`src/rtl/decoder_8b10b_multilane_pkg.sv`:
```
// pkg_8b10b: shared 8b/10b code tables, K-code constants and decoded-symbol type
package pkg_8b10b;
  localparam logic [5:0] D6_RDN [32] = '{
    6'b100111, 6'b011101, 6'b101101, 6'b110001, 6'b110101, 6'b101001, 6'b011001, 6'b111000,
    6'b111001, 6'b100101, 6'b010101, 6'b110100, 6'b001101, 6'b101100, 6'b011100, 6'b010111,
    6'b011011, 6'b100011, 6'b010011, 6'b110010, 6'b001011, 6'b101010, 6'b011010, 6'b111010,
    6'b110011, 6'b100110, 6'b010110, 6'b110110, 6'b001110, 6'b101110, 6'b011110, 6'b101011
  };
  localparam logic [3:0] D4_RDN [8] = '{
    4'b1011, 4'b1001, 4'b0101, 4'b1100, 4'b1101, 4'b1010, 4'b0110, 4'b1110
  };
  localparam logic [5:0] K28_6B_RDN = 6'b001111;
  localparam logic [5:0] K28_6B_RDP = 6'b110000;
  localparam logic [3:0] A7_RDN = 4'b0111;
  localparam logic [3:0] A7_RDP = 4'b1000;
  localparam logic [9:0] K28_5_RDN = 10'h0FA;
  localparam logic [9:0] K28_5_RDP = 10'h305;
  localparam logic [9:0] K28_7_RDP = 10'h307;
  typedef struct packed {
    logic [7:0] data;
    logic       k;
    logic       comma;
    logic       code_err;
    logic       disp_err;
    logic       rd_out;
  } sym_dec_t;
  function automatic logic [2:0] ones6(input logic [5:0] v);
    ones6 = 3'd0;
    for (int n = 0; n < 6; n++) ones6 = ones6 + {2'b00, v[n]};
  endfunction
  // Unbalanced codes and 111000 flip for RD+; other balanced codes are shared
  function automatic logic [5:0] alt6(input logic [5:0] c);
    alt6 = (ones6(c) == 3'd3 && c != 6'b111000) ? c : ~c;
  endfunction
  function automatic logic [3:0] alt4(input logic [3:0] c);
    alt4 = (ones6({2'b00, c}) == 3'd2 && c != 4'b1100) ? c : ~c;
  endfunction
endpackage

```
`src/rtl/decoder_8b10b_sym.sv`:
```
// decoder_8b10b_sym: combinational decode of one 10-bit symbol against an incoming RD
module decoder_8b10b_sym
  import pkg_8b10b::*;
(
  input  logic [9:0] sym,
  input  logic       rd_in,
  output sym_dec_t   dec
);
  logic [5:0] c6;
  logic [3:0] c4, f4;
  logic [2:0] w6, w4, wf;
  logic [4:0] x6, x;
  logic [2:0] y;
  logic       hit6, k28, rd6, rd4, d6, d4, bad6, bad4, k28_ok;
  logic       kx_set, a7_set, b7_set, misuse, kx7, code_err, disp_err, err;
  assign c6 = sym[9:4];
  assign c4 = sym[3:0];
  assign k28 = c6 == K28_6B_RDN || c6 == K28_6B_RDP;
  assign f4 = (c6 == K28_6B_RDP) ? ~c4 : c4;
  assign w6 = ones6(c6);
  assign w4 = ones6({2'b00, c4});
  assign wf = ones6({2'b00, f4});
  assign rd6 = (w6 > 3'd3 || c6 == 6'b000111) ? 1'b1 : (w6 < 3'd3 || c6 == 6'b111000) ? 1'b0 : rd_in;
  assign rd4 = (w4 > 3'd2 || c4 == 4'b0011) ? 1'b1 : (w4 < 3'd2 || c4 == 4'b1100) ? 1'b0 : rd6;
  assign d6 = (w6 == 3'd4 && rd_in) || (w6 == 3'd2 && !rd_in) || (c6 == 6'b111000 && rd_in) || (c6 == 6'b000111 && !rd_in);
  assign d4 = (w4 == 3'd3 && rd6) || (w4 == 3'd1 && !rd6) || (c4 == 4'b1100 && rd6) || (c4 == 4'b0011 && !rd6);
  assign bad6 = !(hit6 || k28);
  assign bad4 = w4 == 3'd0 || w4 == 3'd4;
  assign k28_ok = (wf == 3'd1 && f4 != 4'b0001) || (wf == 3'd2 && f4 != 4'b1100);
  assign x = k28 ? 5'd28 : x6;
  assign kx_set = hit6 && (x6 == 5'd23 || x6 == 5'd27 || x6 == 5'd29 || x6 == 5'd30);
  assign a7_set = x6 == 5'd17 || x6 == 5'd18 || x6 == 5'd20;
  assign b7_set = x6 == 5'd11 || x6 == 5'd13 || x6 == 5'd14;
  assign kx7 = kx_set && (c4 == A7_RDN || c4 == A7_RDP);
  assign misuse = !k28 && ((c4 == A7_RDN && !a7_set && !kx_set) || (c4 == A7_RDP && !b7_set && !kx_set) ||
                           (c4 == 4'b1110 && a7_set) || (c4 == 4'b0001 && b7_set));
  assign code_err = bad6 || bad4 || misuse || (k28 && !k28_ok);
  assign disp_err = d6 || d4;
  assign err = code_err || disp_err;
  // Table lookups; alternate-7 codes fall through to y=7
  always_comb begin
    hit6 = 1'b0;
    x6 = 5'd0;
    y = 3'd7;
    for (int n = 0; n < 32; n++)
      if (c6 == D6_RDN[n] || c6 == alt6(D6_RDN[n])) begin
        hit6 = 1'b1;
        x6 = n[4:0];
      end
    for (int n = 0; n < 8; n++)
      if (f4 == D4_RDN[n] || f4 == alt4(D4_RDN[n])) y = n[2:0];
  end
  // Assemble the result; errored symbols report zero data and no K
  always_comb begin
    dec.data = err ? 8'h00 : {y, x};
    dec.k = !err && (k28 || kx7);
    dec.comma = !err && k28 && (y == 3'd1 || y == 3'd5 || y == 3'd7);
    dec.code_err = code_err;
    dec.disp_err = disp_err;
    dec.rd_out = rd4;
  end
endmodule

```
`src/rtl/decoder_8b10b_multilane.sv`:
```
// decoder_8b10b_multilane: LANES-wide 8b/10b decoder with chained RD, handshake register and error counter
module decoder_8b10b_multilane
  import pkg_8b10b::*;
#(
  parameter int LANES = 2,
  parameter int ERR_CNT_W = 16
) (
  input  logic                  clk,
  input  logic                  rst,
  input  logic [10*LANES-1:0]   s_data,
  input  logic                  s_valid,
  output logic                  s_ready,
  output logic [8*LANES-1:0]    m_data,
  output logic [LANES-1:0]      m_k,
  output logic [LANES-1:0]      m_comma,
  output logic [LANES-1:0]      m_code_err,
  output logic [LANES-1:0]      m_disp_err,
  output logic                  m_valid,
  input  logic                  m_ready,
  output logic                  rd_out,
  input  logic                  err_clr,
  output logic [ERR_CNT_W-1:0]  err_cnt
);
  logic [8*LANES-1:0] nxt_data;
  logic [LANES-1:0]   nxt_k, nxt_comma, nxt_code, nxt_disp, lane_err;
  logic [ERR_CNT_W:0] sum;
  logic               acc, rd_last;
  assign s_ready = !m_valid || m_ready;
  assign acc = s_valid && s_ready;
  assign lane_err = nxt_code | nxt_disp;
  for (genvar i = 0; i < LANES; i++) begin : g_lane
    sym_dec_t d;
    logic     rd_i, rd_o;
    if (i == 0) begin : g_head
      assign rd_i = rd_out;
    end else begin : g_tail
      assign rd_i = g_lane[i-1].rd_o;
    end
    decoder_8b10b_sym u_sym (.sym(s_data[10*i +: 10]), .rd_in(rd_i), .dec(d));
    assign rd_o = d.rd_out;
    assign nxt_data[8*i +: 8] = d.data;
    assign nxt_k[i] = d.k;
    assign nxt_comma[i] = d.comma;
    assign nxt_code[i] = d.code_err;
    assign nxt_disp[i] = d.disp_err;
  end
  assign rd_last = g_lane[LANES-1].rd_o;
  // Counter plus this beat's errored lanes, one bit of headroom for saturation
  always_comb begin
    sum = {1'b0, err_cnt};
    for (int n = 0; n < LANES; n++) sum = sum + {{ERR_CNT_W{1'b0}}, lane_err[n]};
  end
  // Output register, running disparity and saturating error counter
  always_ff @(posedge clk) begin
    if (rst) begin
      m_valid <= 1'b0;
      m_data <= '0;
      m_k <= '0;
      m_comma <= '0;
      m_code_err <= '0;
      m_disp_err <= '0;
      rd_out <= 1'b0;
      err_cnt <= '0;
    end else begin
      if (acc) begin
        m_valid <= 1'b1;
        m_data <= nxt_data;
        m_k <= nxt_k;
        m_comma <= nxt_comma;
        m_code_err <= nxt_code;
        m_disp_err <= nxt_disp;
        rd_out <= rd_last;
      end else if (m_ready) m_valid <= 1'b0;
      if (err_clr) err_cnt <= '0;
      else if (acc) err_cnt <= sum[ERR_CNT_W] ? '1 : sum[ERR_CNT_W-1:0];
    end
  end
endmodule

```
`config.mk`:
```
export PLATFORM = sky130hd
export DESIGN_NAME = decoder_8b10b_multilane
export DESIGN_NICKNAME = d
export VERILOG_FILES = /design/src/rtl/decoder_8b10b_multilane_pkg.sv /design/src/rtl/decoder_8b10b_sym.sv /design/src/rtl/decoder_8b10b_multilane.sv
export SDC_FILE = /design/constraint.sdc
export NUM_CORES = 1
export LEC_CHECK = 0
export ABC_AREA = 1
export CORE_MARGIN = 3
export CORE_UTILIZATION = 55
export DETAILED_ROUTE_END_ITERATION = 12
export HOLD_SLACK_MARGIN = 0.02
export PLACE_DENSITY_LB_ADDON = 0.1
export SYNTH_ARGS = -nofsm -noshare
export SYNTH_HDL_FRONTEND = slang
export SYNTH_HIERARCHICAL = 1
export SYNTH_SLANG_ARGS = --single-unit
```
`constraint.sdc`:
```
create_clock -name clk -period 10.4 [get_ports clk]
set_clock_uncertainty 0.2 [all_clocks]
set_input_delay 2.08 -clock clk [delete_from_list [all_inputs] [get_ports clk]]
set_output_delay 2.08 -clock clk [all_outputs]
set_load 0.005 [all_outputs]
```
==> results.toml <==
[sta]
tns_ns = 0
final_max_slew_viol_count = 0
rsz0062_at_grt = "false"
max_clock_freq_mhz = 132
max-slew-margin-rel = 0.519
setup_viol_count_final = 0
layout_worst_path_cycle_share = 0.730
finalWorstPathRequiredPeriod_ns = 7.59
finalHoldViolations = 0
tightest_slew_ns = 0.720

[logic_synthesis]
yosys_most_used_dff = "dfxtp_1"
ys.warnings.count = 6
synth.yosys.seq_area_share = 0.151
syn_nets = 982
synth.avg_cell_area_sq_um = 6.12
synth_enable_flop_cells = 0
synth_top_area_share = 0.151
synth_seq_cells = 42
post_synth_instance_area_sq_um = 5560
post_synth_num_cell_types = 52
yosys.area.top_type = "dfxtp_1"
synth.area.top_cells = "dfxtp_1, inv_1, nor2_1"
async_reset_ff_frac = 0
gate_count_after_technology_mapping = 909

[critical_path]
crit_path_end_kind = "flip-flop"
critPathMaxStageDelay_ns = 0.56
worstSetupStartpoint = "s_data[7]"
critical-path-top-cell-by-count = "inv_1"
cp.arrival_ns = 7.65
critical_path.slowest_cell = "fa_1"
critical_path.max_fanout = 14
data_required_time_of_the_worst_path_ns = 10.46
timing.setup.critical_path_class = "primary input to flip-flop"
r2r_path_start = "rd_out"
setup.worst_path.start_class = "primary input"

[power]
ir_worst_vdd_mv = 0.0849
power.clock.fraction = 0.236
leakage_nw = 2.94
cellInternalPower_mw = 0.343
p_comb_frac = 0.455
power.density_nw_per_um2 = 89.8
switching_power_mw = 0.229
sequentialPowerShare = 0.309
switching_portion_of_total_power = 0.400

[die]
initial_core_utilization = 0.566
floorplan.rows = 36
placeableCoreArea_sq_um = 9820
die_area_sq_um = 11400
die_h_um = 107
die_w_um = 107
boundaryPins = 68

[placed_design]
io_buffers = 67
finalWeightedCongestion = 0.907
post-dp-hpwl_um = 10700

[hold_path]
timing.hold.worst.class = "flip-flop to flip-flop"
hold_path.startpoint = "m_data[0]"

[clocking]
cts.htree.levels = 2
clock_tree.root_cell = "clkbuf_8"
clock_tree_from_tritoncts = "done"
post-cts-setup-buffers = 0
ctsLongestPathBuffers = 2
clock_sinks = 42
number_of_hold_buffers_added_after_cts = 0
worst_skew_pair.late_latency_ns = 0.30
clkSlewWorstSetupHoldPaths_ns = 0.09
ctsResizeCount = 0
cts_buffers = 5

[route]
drt-total-wl_um = 13000
drt.antenna.violating_nets = 0
via_cell_ratio = 5.13
detail_route.wl_per_cell_um = 11.8
drt_pass1_iterations = 6
route.vias.total = 5636
drc = 0
first_iter_violations = 286

[final_layout]
n_antenna_cell = 0
final_core_util = 0.649
fin_nets = 1037
drive_above_1_share = 0.135
area_growth_syn_to_layout_pct = 14.6

[grt]
grt_util_all_layers = 0.237
grt_first_pass_wirelength_um = 23100
first_global_vias = 5435
grt_start_max_net_pins = 33
antenna_found_initial = 0
grt_overflow_total = 0

[run]
maxCapViolations = 0

[outcome]
status = "completed"
placed cells by master (no fill, tap or decap), types with 11 or more instances in the layout:
cell type,synthesis,final
inv_2,32,32
clkdlybuf4s50_1,0,67
dfxtp_1,42,42
a21oi_1,19,19
nor2_4,12,12
nand2_1,141,141
o22ai_1,20,20
inv_1,166,166
nand4_1,22,22
o21ai_1,28,28
o21ai_0,17,17
nor2_2,26,26
nand3_1,39,39
nor3_1,15,15
fa_1,11,11
xor2_1,12,12
nand2_2,17,17
nor2_1,163,163
ha_1,37,37
registers in the layout, summed over array words and instances (netlist names):
name	flops
m_k	2
rd_out	1
err_cnt	16
m_comma	2
m_disp_err	2
m_code_err	2
m_data	16
m_valid	1
critical path: cells and delay by family:
| family | cells | cell delay (ns) |
|---|---|---|
| and+or+nand+nor | 13 | 1.89 |
| adders and majority gates | 6 | 2.25 |
| buffers and inverters | 9 | 1.11 |
| AOI/OAI and AO/OA | 3 | 0.31 |
cell families after synthesis:
kind of cell,synth area share
adder cells (fa/ha/maj),0.123
XOR/XNOR,0.0236
AO/OA/AOI/OAI,0.143
flip-flops,0.151
AND/OR/NAND/NOR,0.399
buffers and inverters,0.160
synth_stat cells (15+ instances only):
library cell and instances:
nand2_1 141, a21oi_1 19, dfxtp_1 42, nand3_1 39, ha_1 37, nand4_1 22, inv_2 32, o21ai_0 17
nor2_2 26, o22ai_1 20, nor2_1 163, o21ai_1 28, nand2_2 17, nor3_1 15, inv_1 166
routing by layer:
layer  wire [um]  global-route usage
met3         484              0.0237
met5           0                   0
met4         246              0.0539
met2        6270               0.425
met1        5980               0.306
final cells by class:
type	instances	area (sq um)
inverters	200	754
repair buffers	67	671
well taps	133	166
clock buffers	5	68.8
clock inverters	3	43.8
flip-flops and latches	42	841
fillers	1000	3450
multi-input cells	648	3830
through the flow:
step / cell area, sq um / hold WS (ns) / power (mW) / cells / worst slack, ns
2_1_floorplan: 5560 / 0.280 / 0.376 / 909 / 3.46
3_3_place_gp: 6260 / 0.262 / 0.437 / 1090 / 2.62
3_5_place_dp: 6260 / 0.272 / 0.441 / 1090 / 2.51
4_1_cts: 6370 / 0.293 / 0.574 / 1098 / 2.82
5_1_grt: 6370 / 0.317 / 0.620 / 1098 / 2.33
6_report: 6370 / 0.287 / 0.573 / 1098 / 2.81
power groups by stage:
stage	combinational, mW	sequential (mW)	clock [mW]
floorplan	0.195	0.181	0
global placement	0.256	0.181	0
detailed placement	0.260	0.181	0
CTS	0.261	0.177	0.136
global route	0.299	0.178	0.143
finish	0.260	0.177	0.135
final timing paths:
kind | cells past startpoint | endpoint | slack [ns]
hold / removal | 2 | m_data[0] | 0.29
hold reg to reg | 2 | m_data[0] | 0.29
setup reg to reg | 24 | err_cnt[13] | 6.50
setup / recovery | 31 | err_cnt[13] | 2.81
No activity file was read; power rests on OpenSTA's default activity.
